## config.mk

```make
export PLATFORM = sky130hd
export DESIGN_NAME = sprite_line_fetcher
export DESIGN_NICKNAME = d
export VERILOG_FILES = /design/src/rtl/sprite_line_fetcher.sv
export SDC_FILE = /design/constraint.sdc
export NUM_CORES = 1
export LEC_CHECK = 0
export ABC_AREA = 0
export CORE_MARGIN = 2
export CORE_UTILIZATION = 45
export CTS_CLUSTER_DIAMETER = 50
export DETAILED_ROUTE_END_ITERATION = 6
export GPL_ROUTABILITY_DRIVEN = 0
export GPL_TIMING_DRIVEN = 0
export PLACE_DENSITY_LB_ADDON = 0.3
export REMOVE_ABC_BUFFERS = 1
export SLEW_MARGIN = 20
export SYNTH_ARGS = -nofsm -noshare
export SYNTH_HDL_FRONTEND = slang
export SYNTH_SLANG_ARGS = --single-unit
```

## constraint.sdc

```tcl
create_clock -name i_clk -period 7 [get_ports i_clk]
set_clock_uncertainty 0.05 [all_clocks]
set_input_delay 1.4 -clock i_clk [delete_from_list [all_inputs] [get_ports i_clk]]
set_output_delay 1.4 -clock i_clk [all_outputs]
set_load 0.02 [all_outputs]
```

## src/rtl/sprite_line_fetcher.sv

```systemverilog
// sprite_line_fetcher
// Fetches one sprite row from the sprite ROM into a local line buffer, then
// serves the buffered pixels to the pixel pipeline by column index.
//
// Ports:
//   i_clk, i_rst_n   clock, asynchronous active-low reset
//   i_start, i_row   one-cycle fetch request and the row to fetch
//   o_read           ROM read strobe (ROM acts on its rising edge)
//   o_address        ROM address, row*WIDTH+col, stable from REQ through WAIT
//   i_rgb_data       ROM data word, captured when i_valid is high in WAIT
//   i_valid          ROM data-valid pulse
//   i_px_index       line-buffer column to read
//   o_px_rgb         registered pixel at i_px_index (1-cycle latency)
//   o_busy           fetch in progress
//   o_line_valid     buffer holds a complete row
//   o_done           one-cycle pulse when a row completes
//   o_error          one-cycle pulse on an out-of-range row or a ROM timeout
module sprite_line_fetcher #(
    parameter int WIDTH   = 16,
    parameter int HEIGHT  = 18,
    parameter int ADDR_W  = 9,
    parameter int DATA_W  = 24,
    parameter int TIMEOUT = 15
) (
    input  logic              i_clk,
    input  logic              i_rst_n,
    input  logic              i_start,
    input  logic [4:0]        i_row,
    output logic              o_read,
    output logic [ADDR_W-1:0] o_address,
    input  logic [DATA_W-1:0] i_rgb_data,
    input  logic              i_valid,
    input  logic [3:0]        i_px_index,
    output logic [DATA_W-1:0] o_px_rgb,
    output logic              o_busy,
    output logic              o_line_valid,
    output logic              o_done,
    output logic              o_error
);

    localparam int COL_W = (WIDTH > 1) ? $clog2(WIDTH) : 1;
    localparam int CNT_W = $clog2(TIMEOUT + 1);

    typedef enum logic [1:0] {IDLE, REQ, WAIT, DONE} state_t;

    state_t              state_reg, state_next;
    logic [4:0]          row_reg, row_next;
    logic [COL_W-1:0]    col_reg, col_next;
    logic [CNT_W-1:0]    cnt_reg, cnt_next;
    logic                line_valid_reg, line_valid_next;
    logic                error_reg, error_next;
    logic                buf_we;
    logic [DATA_W-1:0]   px_reg;

    logic [DATA_W-1:0]   line_buf [WIDTH];

    // State register; async reset so o_read (decoded from state) drops at once.
    always_ff @(posedge i_clk or negedge i_rst_n) begin
        if (!i_rst_n) begin
            state_reg      <= IDLE;
            row_reg        <= '0;
            col_reg        <= '0;
            cnt_reg        <= '0;
            line_valid_reg <= 1'b0;
            error_reg      <= 1'b0;
        end else begin
            state_reg      <= state_next;
            row_reg        <= row_next;
            col_reg        <= col_next;
            cnt_reg        <= cnt_next;
            line_valid_reg <= line_valid_next;
            error_reg      <= error_next;
        end
    end

    always_comb begin
        state_next      = state_reg;
        row_next        = row_reg;
        col_next        = col_reg;
        cnt_next        = cnt_reg;
        line_valid_next = line_valid_reg;
        error_next      = 1'b0;
        buf_we          = 1'b0;
        case (state_reg)
            IDLE: begin
                if (i_start) begin
                    if (int'(i_row) >= HEIGHT) begin
                        error_next = 1'b1;
                    end else begin
                        row_next        = i_row;
                        col_next        = '0;
                        line_valid_next = 1'b0;
                        state_next      = REQ;
                    end
                end
            end
            REQ: begin
                cnt_next   = '0;
                state_next = WAIT;
            end
            WAIT: begin
                if (i_valid) begin
                    buf_we = 1'b1;
                    if (col_reg == COL_W'(WIDTH - 1)) begin
                        state_next = DONE;
                    end else begin
                        col_next   = col_reg + 1'b1;
                        state_next = REQ;
                    end
                end else if (cnt_reg == CNT_W'(TIMEOUT - 1)) begin
                    // This idle cycle makes the count reach TIMEOUT: abort the row.
                    error_next = 1'b1;
                    state_next = IDLE;
                end else begin
                    cnt_next = cnt_reg + 1'b1;
                end
            end
            DONE: begin
                line_valid_next = 1'b1;
                state_next      = IDLE;
            end
            default: state_next = IDLE;
        endcase
    end

    // Line buffer: contents are deliberately not reset.
    always_ff @(posedge i_clk) begin
        if (buf_we) begin
            line_buf[col_reg] <= i_rgb_data;
        end
    end

    // Registered read port; columns beyond the row read as zero.
    always_ff @(posedge i_clk or negedge i_rst_n) begin
        if (!i_rst_n) begin
            px_reg <= '0;
        end else if (int'(i_px_index) < WIDTH) begin
            px_reg <= line_buf[i_px_index[COL_W-1:0]];
        end else begin
            px_reg <= '0;
        end
    end

    // Address only changes when col/row change, i.e. on entry to REQ.
    assign o_address    = ADDR_W'(row_reg) * ADDR_W'(WIDTH) + ADDR_W'(col_reg);
    assign o_read       = (state_reg == REQ);
    assign o_busy       = (state_reg != IDLE);
    assign o_done       = (state_reg == DONE);
    assign o_line_valid = line_valid_reg;
    assign o_error      = error_reg;
    assign o_px_rgb     = px_reg;

endmodule

```

==> reports/results.md, run 1 <==
| Item | Value |
|:---|:---|
| Fillcell total | 2654 |
| Crit end category | output port |
| Global-route wire length before repair | 48900 microns |
| Total half-perimeter wirelength after legalization and detailed placement | 19300 microns |
| Maximum number of pins on one net before global-route repair | 52 |
| Critical path required time | 5.55 ns |
| Async set-or-reset flop fraction in the synthesized netlist | 9.65% |
| Stage delay of the slowest cell on the critical path | 0.63 ns |
| Die Height | 193 microns |
| Slowest stage cell, crit path | sky130_fd_sc_hd__clkdlybuf4s50_1 |
| Post-Layout Cell Count | 1333 |
| Maximum clock frequency | 0.286 GHz |
| DRC | 0 |
| Final setup TNS | 0 ns |
| Max_cap viols | 0 |
| Clock latency reported for the late side of the worst-skew pair | 0.53 ns |
| Relative slew margins | 49.4% |
| Total Routed Length | 32800 microns |
| Seq cells post-synth | 425 |
| Unrepaired setup endpoints after global routing | no |
| Result of the run | complete, no violations |
| Buffers added on ports | 74 |
| Footprint of the multi-input gates | 3360 sq um |
| Critical path data arrival time | 2.04 ns |
| Tightest Hold Check Type | flop to flop |
| Clock edge transition at the registers on the reported setup and hold paths | 0.05 ns |
| Worst flop-to-flop path startpoint | state_reg[0] |
| Critical path type | flop to output port |
| Top_reg_cell synth | sky130_fd_sc_hd__edfxtp_1 |
| Pin slew with the least headroom to its limit | 0.757 ns |
| Pwr Density | 299 nW/um^2 |
| Initial antenna violation count | 0 |
| Cell occurring most often along the worst timing path | sky130_fd_sc_hd__inv_1 |
| Final Hold Fails | 0 |
| Netlist area before placement | 16000 sq um |
| DRT iter0 DRCs | 610 |
| Area of the die | 37100 sq um |
| Cells after DPL | 1255 |
| Post CTS Setup Buffer Count | 0 |
| Worst path cell trace | inv_1, ha_1, inv_1, clkdlybuf4s50_1 |
| Detail-routed via count per cell | 5.65 |
| Count of pins over their slew limit | 0 |
| Clock root cell | sky130_fd_sc_hd__clkbuf_16 |
| Count of buffer and inverter cells on the critical path | 3 |
| Origin of the worst min-delay path | o_line_valid |
| Number of synthesized flops with an enable pin | 384 |
| Depth of the CTS H-tree | 2 |
| Post-route antenna net violation count | 0 |
| Seq/Total Area, Yosys | 78.5% |
| Io pins | 75 |
| Length of the first detailed-routing pass in iterations | 4 |
| Type of element launching the critical path | flop |
| Share of final-layout standard cells stronger than drive strength 1 | 23.9% |
| Final net count | 886 |
| Initial cell density of the core | 45.3% |
| Gates resized, CTS repair | 0 |
| Internal reg-to-reg setup slack | 4.32 ns |
| Hold path cells | 1 |
| Site Rows | 69 |
| Clk buf depth | 3 |
| Area growth, synth to finish | 20.2% |
| Hold Path Sink | o_line_valid |
| Total inserted antenna cells | 0 |
| P_leak | 6.25 nW |
| Clock tree from TritonCTS | built |
| GRT Total Usage | 18.4% |
| Chip width | 193 microns |
| Register area | 12600 sq um |
| Fin crit share | 49.9% |
| Maximum fanout along the worst path | 5 |
| Avg Synthesized Cell Area | 21.8 sq um |
| Register-to-Register Path Depth | 5 |
| Total core area | 35300 sq um |
| Worst hold-check slack | 0.445 ns |
| Worst r2r dst | line_buf[15][2] |
| Total via count after detailed routing | 7536 |
| Top cell family by delay on the critical path | buffers and inverters |
| Share of the core filled with cells in the final layout | 54.5% |
| Number of clock sinks seen by CTS | 425 |
| Vias in the first global route | 7738 |
| Max reg flops | 384 |
| Peak VDD IR | 0.226 mV |
| Number of warnings issued by yosys | 0 |
| Crit path time final | 3.49 ns |
| Setup Viol. Count Final | 0 |
| Overflow left after global routing | 0 |
| Routed wire length per instance | 24.6 microns |
| Cts bufs inserted | 43 |
| Library cells used by synthesis | 35 |
| Post-synthesis cell count | 735 |
| Hold Buf Count CTS | 0 |
## metal layers
metal	GRT usage, %	routed length, microns	vias to the layer above
met5	0	0	-
met3	3.35	1900	44
met4	4.08	460	0
li1	-	-	3277
met1	25.1	13900	3992
met2	31.2	16600	223
## stage by stage
step	total power (W)	setup WS, ns	area, sq um
CTS	0.00581	3.50	19200
global placement	0.00355	-1.82	17100
global route	0.00596	3.42	19200
detailed placement	0.00357	3.06	17800
floorplan	0.00326	3.70	15800
finish	0.00575	3.51	19200
## layout make-up
class                   instances  area share, %
well taps                     461           3.00
inverters                      11          0.215
multi-input cells             262           17.5
repair buffers                 96           6.79
clock inverters                16          0.859
clock buffers                  62           6.39
flip-flops and latches        425           65.3
## where the power goes
group          internal, W  switching, W
registers          0.00287     0.0000428
clock network      0.00133      0.000907
logic             0.000261      0.000337
total              0.00446       0.00129
## worst max-delay path by stage
stage	from	endpoint	slack, ns	cells after the start
floorplan	i_valid	line_buf[0][0]	3.70	3
global placement	i_px_index[0]	o_px_rgb[5]	-1.82	4
detailed placement	i_valid	line_buf[3][9]	3.06	5
CTS	state_reg[0]	o_busy	3.50	4
global route	state_reg[0]	o_busy	3.42	4
finish	state_reg[0]	o_busy	3.51	4
## cells in the final DEF, fill, tap and decap left out, types with 3 or more instances in the layout
| master | count |
|---|---|
| sky130_fd_sc_hd__a21oi_1 | 6 |
| sky130_fd_sc_hd__a22o_1 | 3 |
| sky130_fd_sc_hd__a22oi_1 | 48 |
| sky130_fd_sc_hd__buf_12 | 6 |
| sky130_fd_sc_hd__buf_16 | 16 |
| sky130_fd_sc_hd__bufinv_16 | 3 |
| sky130_fd_sc_hd__clkbuf_1 | 13 |
| sky130_fd_sc_hd__clkbuf_16 | 45 |
| sky130_fd_sc_hd__clkbuf_8 | 4 |
| sky130_fd_sc_hd__clkdlybuf4s50_1 | 71 |
| sky130_fd_sc_hd__clkinv_1 | 4 |
| sky130_fd_sc_hd__clkinv_2 | 5 |
| sky130_fd_sc_hd__clkinv_4 | 3 |
| sky130_fd_sc_hd__dfrtp_1 | 41 |
| sky130_fd_sc_hd__edfxtp_1 | 384 |
| sky130_fd_sc_hd__ha_1 | 10 |
| sky130_fd_sc_hd__inv_1 | 11 |
| sky130_fd_sc_hd__mux2_2 | 4 |
| sky130_fd_sc_hd__mux4_2 | 96 |
| sky130_fd_sc_hd__nand2_1 | 37 |
| sky130_fd_sc_hd__nand3_1 | 5 |
| sky130_fd_sc_hd__nor2_1 | 5 |
| sky130_fd_sc_hd__nor2_4 | 17 |
| sky130_fd_sc_hd__o21ai_0 | 5 |
## cells by family (layout without fill, tap and decap cells)
| logic type | after synthesis | after routing | synth area share, % |
|---|---|---|---|
| flops | 425 | 425 | 78.5 |
| mux | 102 | 102 | 13.9 |
| compound gates | 75 | 75 | 3.41 |
| simple gates | 75 | 75 | 1.98 |
| buf+inv | 48 | 185 | 1.44 |
| fa+ha+maj | 10 | 10 | 0.782 |
## cell usage after synthesis (all sizes together), types with 3 or more instances
cell type / instances / area share [%]
o21ai: 5 / 0.16
dfrtp: 41 / 6.4
a21oi: 6 / 0.19
inv: 11 / 0.26
clkbuf: 22 / 0.52
mux4: 96 / 14
a22oi: 48 / 2.3
nor2: 22 / 0.52
mux2: 4 / 0.28
edfxtp: 384 / 72
ha: 10 / 0.78
buf: 15 / 0.66
nand3: 5 / 0.16
a22o: 3 / 0.16
nand2: 37 / 0.87
## worst register-to-register path: stages (launching register included)
cell and delay, ns:
sky130_fd_sc_hd__dfrtp_1 0.43, sky130_fd_sc_hd__inv_1 0.10, sky130_fd_sc_hd__ha_1 0.53, sky130_fd_sc_hd__nand2_1 0.43, sky130_fd_sc_hd__nor2_4 0.57, sky130_fd_sc_hd__buf_12 0.26
No activity file was read; power rests on OpenSTA's default activity.
==> run 2, diff against run 1 <==
==> constraint.sdc (replaced) <==
create_clock -name i_clk -period 3.4 [get_ports i_clk]
set_clock_uncertainty 0.05 [all_clocks]
set_input_delay 0.68 -clock i_clk [delete_from_list [all_inputs] [get_ports i_clk]]
set_output_delay 0.68 -clock i_clk [all_outputs]
set_load 0.02 [all_outputs]
==> results of run 2 <==
Same layout as run 1 (identical final DEF). Status: complete, no violations.
Among the figures that moved: setup slack after placement 3.06 ns -> 0.176 ns; clock-pin slew on the worst setup and hold paths 0.05 ns -> 0.06 ns; setup slack after layout 3.51 ns -> 0.629 ns; hold slack 0.445 ns -> 0.131 ns; register-to-register setup slack 4.32 ns -> 0.72 ns; total power 0.00575 W -> 0.0118 W; worst IR drop on VDD 0.226 mV -> 0.466 mV
